### config.mk
export PLATFORM = sky130hd
export DESIGN_NAME = product_bcd_converter
export DESIGN_NICKNAME = d
export VERILOG_FILES = /design/src/rtl/product_bcd_converter.sv
export SDC_FILE = /design/constraint.sdc
export NUM_CORES = 1
export LEC_CHECK = 0
export ABC_AREA = 1
export CORE_MARGIN = 2
export CORE_UTILIZATION = 59
export CTS_BUF_LIST = sky130_fd_sc_hd__clkbuf_16
export DETAILED_ROUTE_END_ITERATION = 12
export GPL_ROUTABILITY_DRIVEN = 0
export GPL_TIMING_DRIVEN = 0
export PLACE_DENSITY_LB_ADDON = 0.15
export SYNTH_ARGS = -nofsm -noshare
export SYNTH_HDL_FRONTEND = slang
export SYNTH_SLANG_ARGS = --single-unit
### constraint.sdc
create_clock -name clk -period 3.4 [get_ports clk]
set_clock_uncertainty 0.05 [all_clocks]
set_input_delay 0.68 -clock clk [delete_from_list [all_inputs] [get_ports clk]]
set_output_delay 0.68 -clock clk [all_outputs]
set_load 0.02 [all_outputs]
### src/rtl/product_bcd_converter.sv
// Sequential double-dabble converter: turns the signed multiplier product into
// sign + BCD digits plus a leading-zero blanking mask for the display driver.
module product_bcd_converter #(
   parameter int WIDTH  = 16,
   parameter int DIGITS = 5
) (
   input  logic                  clk,
   input  logic                  reset,
   input  logic                  start,
   input  logic [WIDTH-1:0]      product,
   output logic                  busy,
   output logic                  done,
   output logic                  neg,
   output logic [4*DIGITS-1:0]   bcd,
   output logic [DIGITS-1:0]     blank
);

   localparam int BW = 4 * DIGITS;
   localparam int CW = $clog2(WIDTH + 1);

   typedef enum logic [1:0] {IDLE, SHIFT, DONE} state_t;

   state_t            state_reg;
   state_t            state_next;

   logic [WIDTH-1:0]  mag_reg;
   logic [BW-1:0]     acc_reg;
   logic [CW-1:0]     cnt_reg;
   logic              neg_int_reg;
   logic [BW-1:0]     bcd_reg;
   logic              neg_reg;
   logic [DIGITS-1:0] blank_reg;

   logic              accept;
   logic              last_iter;
   logic [WIDTH-1:0]  mag_in;
   logic [BW-1:0]     acc_adj;
   logic [BW-1:0]     acc_shift;
   logic [DIGITS-1:0] digit_zero;
   logic [DIGITS-1:0] blank_calc;

   // A request is taken in IDLE and also in DONE so back-to-back products are not lost.
   assign accept    = start && ((state_reg == IDLE) || (state_reg == DONE));
   assign last_iter = (state_reg == SHIFT) && (cnt_reg == CW'(WIDTH - 1));

   // Unsigned magnitude: the most negative product maps to 2^(WIDTH-1) without overflow.
   assign mag_in = product[WIDTH-1] ? (~product + 1'b1) : product;

   genvar gi;
   generate
      for (gi = 0; gi < DIGITS; gi++) begin : g_digit
         assign acc_adj[4*gi +: 4] = (acc_reg[4*gi +: 4] >= 4'd5) ?
                                     (acc_reg[4*gi +: 4] + 4'd3) :
                                     acc_reg[4*gi +: 4];
         assign digit_zero[gi] = (acc_shift[4*gi +: 4] == 4'd0);
      end
   endgenerate

   assign acc_shift = {acc_adj[BW-2:0], mag_reg[WIDTH-1]};

   // A digit is blanked only when it and every digit above it are zero; ones never blank.
   assign blank_calc[0] = 1'b0;
   generate
      for (gi = 1; gi < DIGITS; gi++) begin : g_blank
         assign blank_calc[gi] = &digit_zero[DIGITS-1:gi];
      end
   endgenerate

   always_ff @(posedge clk) begin
      if (reset) begin
         state_reg <= IDLE;
      end else begin
         state_reg <= state_next;
      end
   end

   always_comb begin
      state_next = state_reg;
      case (state_reg)
         IDLE:    if (accept) state_next = SHIFT;
         SHIFT:   if (last_iter) state_next = DONE;
         DONE:    state_next = accept ? SHIFT : IDLE;
         default: state_next = IDLE;
      endcase
   end

   always_ff @(posedge clk) begin
      if (reset) begin
         mag_reg     <= '0;
         acc_reg     <= '0;
         cnt_reg     <= '0;
         neg_int_reg <= 1'b0;
         bcd_reg     <= '0;
         neg_reg     <= 1'b0;
         blank_reg   <= {{(DIGITS-1){1'b1}}, 1'b0};
      end else if (accept) begin
         mag_reg     <= mag_in;
         neg_int_reg <= product[WIDTH-1];
         acc_reg     <= '0;
         cnt_reg     <= '0;
      end else if (state_reg == SHIFT) begin
         acc_reg <= acc_shift;
         mag_reg <= {mag_reg[WIDTH-2:0], 1'b0};
         cnt_reg <= cnt_reg + 1'b1;
         // Visible results change only at the completion edge.
         if (last_iter) begin
            bcd_reg   <= acc_shift;
            neg_reg   <= neg_int_reg;
            blank_reg <= blank_calc;
         end
      end
   end

   always_comb begin
      busy  = (state_reg == SHIFT);
      done  = (state_reg == DONE);
      neg   = neg_reg;
      bcd   = bcd_reg;
      blank = blank_reg;
   end

endmodule

==> results summary <==
The summed negative setup slack over all endpoints is 0 ps. The number of nets in the synthesized netlist is 549. The total I/O pin count came out at 47. The flow ran to the end, and the final reports show no timing, DRC or antenna violations.

The register bit total from synthesis came out at between 60 and 70. The HPWL after detailed placement is between 6000 and 7000 um. After floorplanning, the core was divided into 28 placement rows. TritonCTS built the clock tree. The floorplan die area is 6742 um^2. The post-synthesis to final-layout area growth came out at 24.05%. The pin count of the biggest net entering global routing is 12. The worst setup path is captured at a primary output. The maximum count of clock buffers along a single path is 2. The total count of max-transition violations in the final report came out at 0. The die height came out at 82.11 um.

Setup repair after global routing left no endpoint under its margin. The iteration count of the initial detailed-routing pass came out at 7. In the final design database the tool counted 604 nets.

The number of cells produced by synthesis came out at slightly above 500. The count of routing violations after the opening detailed-route iteration is roughly 160. The root buffer cell chosen for the clock tree is sky130_fd_sc_hd__clkbuf_16.

The data arrival at the endpoint of the critical path is 2090 ps. The maximum frequency from static timing analysis is between 0.3 and 0.4 GHz. In this run, post-CTS hold repair placed 0 buffers. The mean post-synth cell area is about 7.0 um^2. The via count of the first global-routing pass is roughly 3300.

The CTS H-tree depth is 3. Net switching is about a quarter of the power. The stage delay of the slowest cell on the critical path is about 720 ps. The sequential share of the synthesized area is 38.37%. The number of buffers inserted by post-CTS setup repair is 0. The die span in x came out at around 82 um. The instance count after placement with tap cells included came out at around 640. The via total after detailed routing is around 3500.

The detail route stage leaves a number of antenna-violating nets equal to 0. The type of origin of the critical path is a register. The maximum fanout count along the critical path came out at 10. The total congestion overflow after global routing is 0. The post-synthesis instance area is between 3000 and 4000 um^2. The least setup slack across all paths after layout is 581.9 ps.

The post-route DRC violation count is 0. After the flow finishes, the layout carries non-filler instances totaling approximately 650. Combinational logic burns 13.0% of the power. The min-delay analysis places its worst path in the category reg -> reg.

The number of max-cap violations is 0. The number of fillers in the final layout came out at approximately 470. The final total power is approximately 2.2 mW. In this run the static leakage power is between 2 and 2.5 nW. The number of cells upsized or downsized after cts came out at 0. The number of antenna violations at the first check in global routing is 0. The clock network power share came out at between 40% and 50%.

The effective utilization at floorplan is between 60% and 70%. At the pin with the least slew margin, the transition time is 611.0 ps. The clock network latency to the later pin of the worst-skew pair came out at 330 ps. The smallest clock period supported by the final layout is computed as ~2800 ps.

The peak ir drop on the vdd network is 0.3471 mV. The clock-pin transition on the worst setup and hold timing paths came out at ~50 ps. The count of clock tree sinks came out at a little under 70. The average via count per standard cell is 5.425.

The switching power summed over all nets came out at 0.5469 mW. TritonCTS created 9 clock buffers. The number of antenna diodes in the final layout is 0.

In the finished design, the share of the clock period the worst path needs comes to 82.88%. The total power density per cell area came out at 492.0 nW/um^2. The share of power burned in registers came out at between 30% and 40%. The cell-internal power is ~1.7 mW.

The worst setup path is of the reg -> out kind. Among all stages on the critical path, the largest delay is contributed by sky130_fd_sc_hd__clkdlybuf4s50_1. Global routing used between 20% and 30% of the available tracks.

The tightest slew margin relative to the limit is 59.26%. The average detailed-routed wire length per instance is around 15 um. The setup violation total in the final timing report came out at 0. The distinct cell type count of the synthesized netlist came out at 28. The routed wire length came out at about 9600 um. The fraction of layout cells with a size suffix above 1 is under 10%. The first global-routing pass estimated about 15000 um of wire. The signal on the critical path passes through inv_2, nor2_4, clkbuf_1, clkdlybuf4s50_1. The final count of hold timing violations is 0. The worst slack after detailed placement is 945.7 ps. During synthesis, Yosys emitted a total of 0 warnings. The number of buffers added on ports came out at 44.

The required time of the critical path is 2670 ps. The core outline area is ~5900 um^2.
power by group through the flow:
| stage | clock, mW | sequential, mW | combinational, mW |
|---|---|---|---|
| after floorplan | 0 | 0.876 | 0.195 |
| after global placement | 0 | 0.880 | 0.268 |
| after detailed placement | 0 | 0.882 | 0.276 |
| after global routing | 1.10 | 0.869 | 0.319 |
| after CTS | 1.05 | 0.865 | 0.283 |
| final | 1.05 | 0.865 | 0.286 |
layout make-up:
cell class | instances | area, um^2 | share of cell area [%]
Sequential cell | 69 | 1381 | 30.93
Clock buffer | 9 | 225.2 | 5.043
Tap cell | 75 | 93.84 | 2.101
Clock inverter | 7 | 106.4 | 2.382
Inverter | 79 | 296.5 | 6.641
Buffer | 20 | 92.59 | 2.073
Multi-Input combinational cell | 349 | 1829 | 40.96
Timing Repair Buffer | 44 | 440.4 | 9.863
logic make-up (layout without fill, tap and decap cells):
family	count (synthesis)	in the layout	synth area share, %
XOR/XNOR	15	15	3.650
other	1	1	0.1042
flip-flops	69	69	38.37
buffers and inverters	99	159	10.81
AO/OA/AOI/OAI	114	114	17.52
AND/OR/NAND/NOR	206	206	25.03
adder cells (fa/ha/maj)	13	13	4.519
routing by layer:
layer | share of wire, % | up-vias | GRT usage [%]
li1 | - | 1765 | -
met1 | 41 | 1626 | 33.86
met2 | 51 | 128 | 52.68
met3 | 6.2 | 18 | 7.609
met4 | 1.6 | 0 | 10.83
met5 | 0 | - | 0
cell usage in the layout, fill, tap and decap left out, drive strengths merged:
| master | netlist | final |
|---|---|---|
| a211oi | 1 | 1 |
| a21oi | 45 | 45 |
| buf | 11 | 11 |
| bufinv | 0 | 3 |
| clkbuf | 9 | 18 |
| clkdlybuf4s50 | 0 | 44 |
| clkinv | 0 | 2 |
| conb | 1 | 1 |
| dfxtp | 69 | 69 |
| ha | 13 | 13 |
| inv | 79 | 81 |
| nand2 | 130 | 130 |
| nand3 | 30 | 30 |
| nand3b | 2 | 2 |
| nand4 | 4 | 4 |
| nor2 | 37 | 37 |
| nor3 | 2 | 2 |
| o211ai | 18 | 18 |
| o21a | 1 | 1 |
| o21ai | 47 | 47 |
| o21bai | 2 | 2 |
| or3 | 1 | 1 |
| xor2 | 15 | 15 |
per-stage QoR:
step / util, % / hold slack, ps / instance area [um^2]
2_1_floorplan: - / 389.6 / 3600
6_report: 75.42 / 413.8 / 4466
3_3_place_gp: 69.82 / 399.1 / 4134
5_1_grt: 75.42 / 431.7 / 4466
4_1_cts: 75.42 / 414.8 / 4466
3_5_place_dp: 69.82 / 406.7 / 4134
cells in the mapped netlist (all sizes together):
| cell type | n | area share (%) |
|---|---|---|
| a211oi | 1 | 0.35 |
| a21oi | 45 | 6.3 |
| buf | 11 | 1.6 |
| clkbuf | 9 | 0.94 |
| conb | 1 | 0.10 |
| dfxtp | 69 | 38 |
| ha | 13 | 4.5 |
| inv | 79 | 8.2 |
| nand2 | 130 | 14 |
| nand3 | 30 | 4.6 |
| nand3b | 2 | 0.42 |
| nand4 | 4 | 0.70 |
| nor2 | 37 | 5.2 |
| nor3 | 2 | 0.28 |
| o211ai | 18 | 3.8 |
| o21a | 1 | 0.21 |
| o21ai | 47 | 6.5 |
| o21bai | 2 | 0.42 |
| or3 | 1 | 0.17 |
| xor2 | 15 | 3.6 |
final timing paths:
| kind | startpoint | end | slack, ps | cells past startpoint |
|---|---|---|---|---|
| max reg2reg | cnt_reg[0] | bcd[2] | 1370 | 10 |
| min reg2reg | mag_reg[9] | mag_reg[9] | 410 | 2 |
| max | state_reg[0] | busy | 580 | 4 |
| min | mag_reg[9] | mag_reg[9] | 410 | 2 |
worst max-delay path, delay by kind of cell (launching register included):
kind	cells	cell delay, ps
buffers and inverters	3	1240
flip-flops	1	330
AND/OR/NAND/NOR	1	180
No activity file was read; power rests on OpenSTA's default activity.
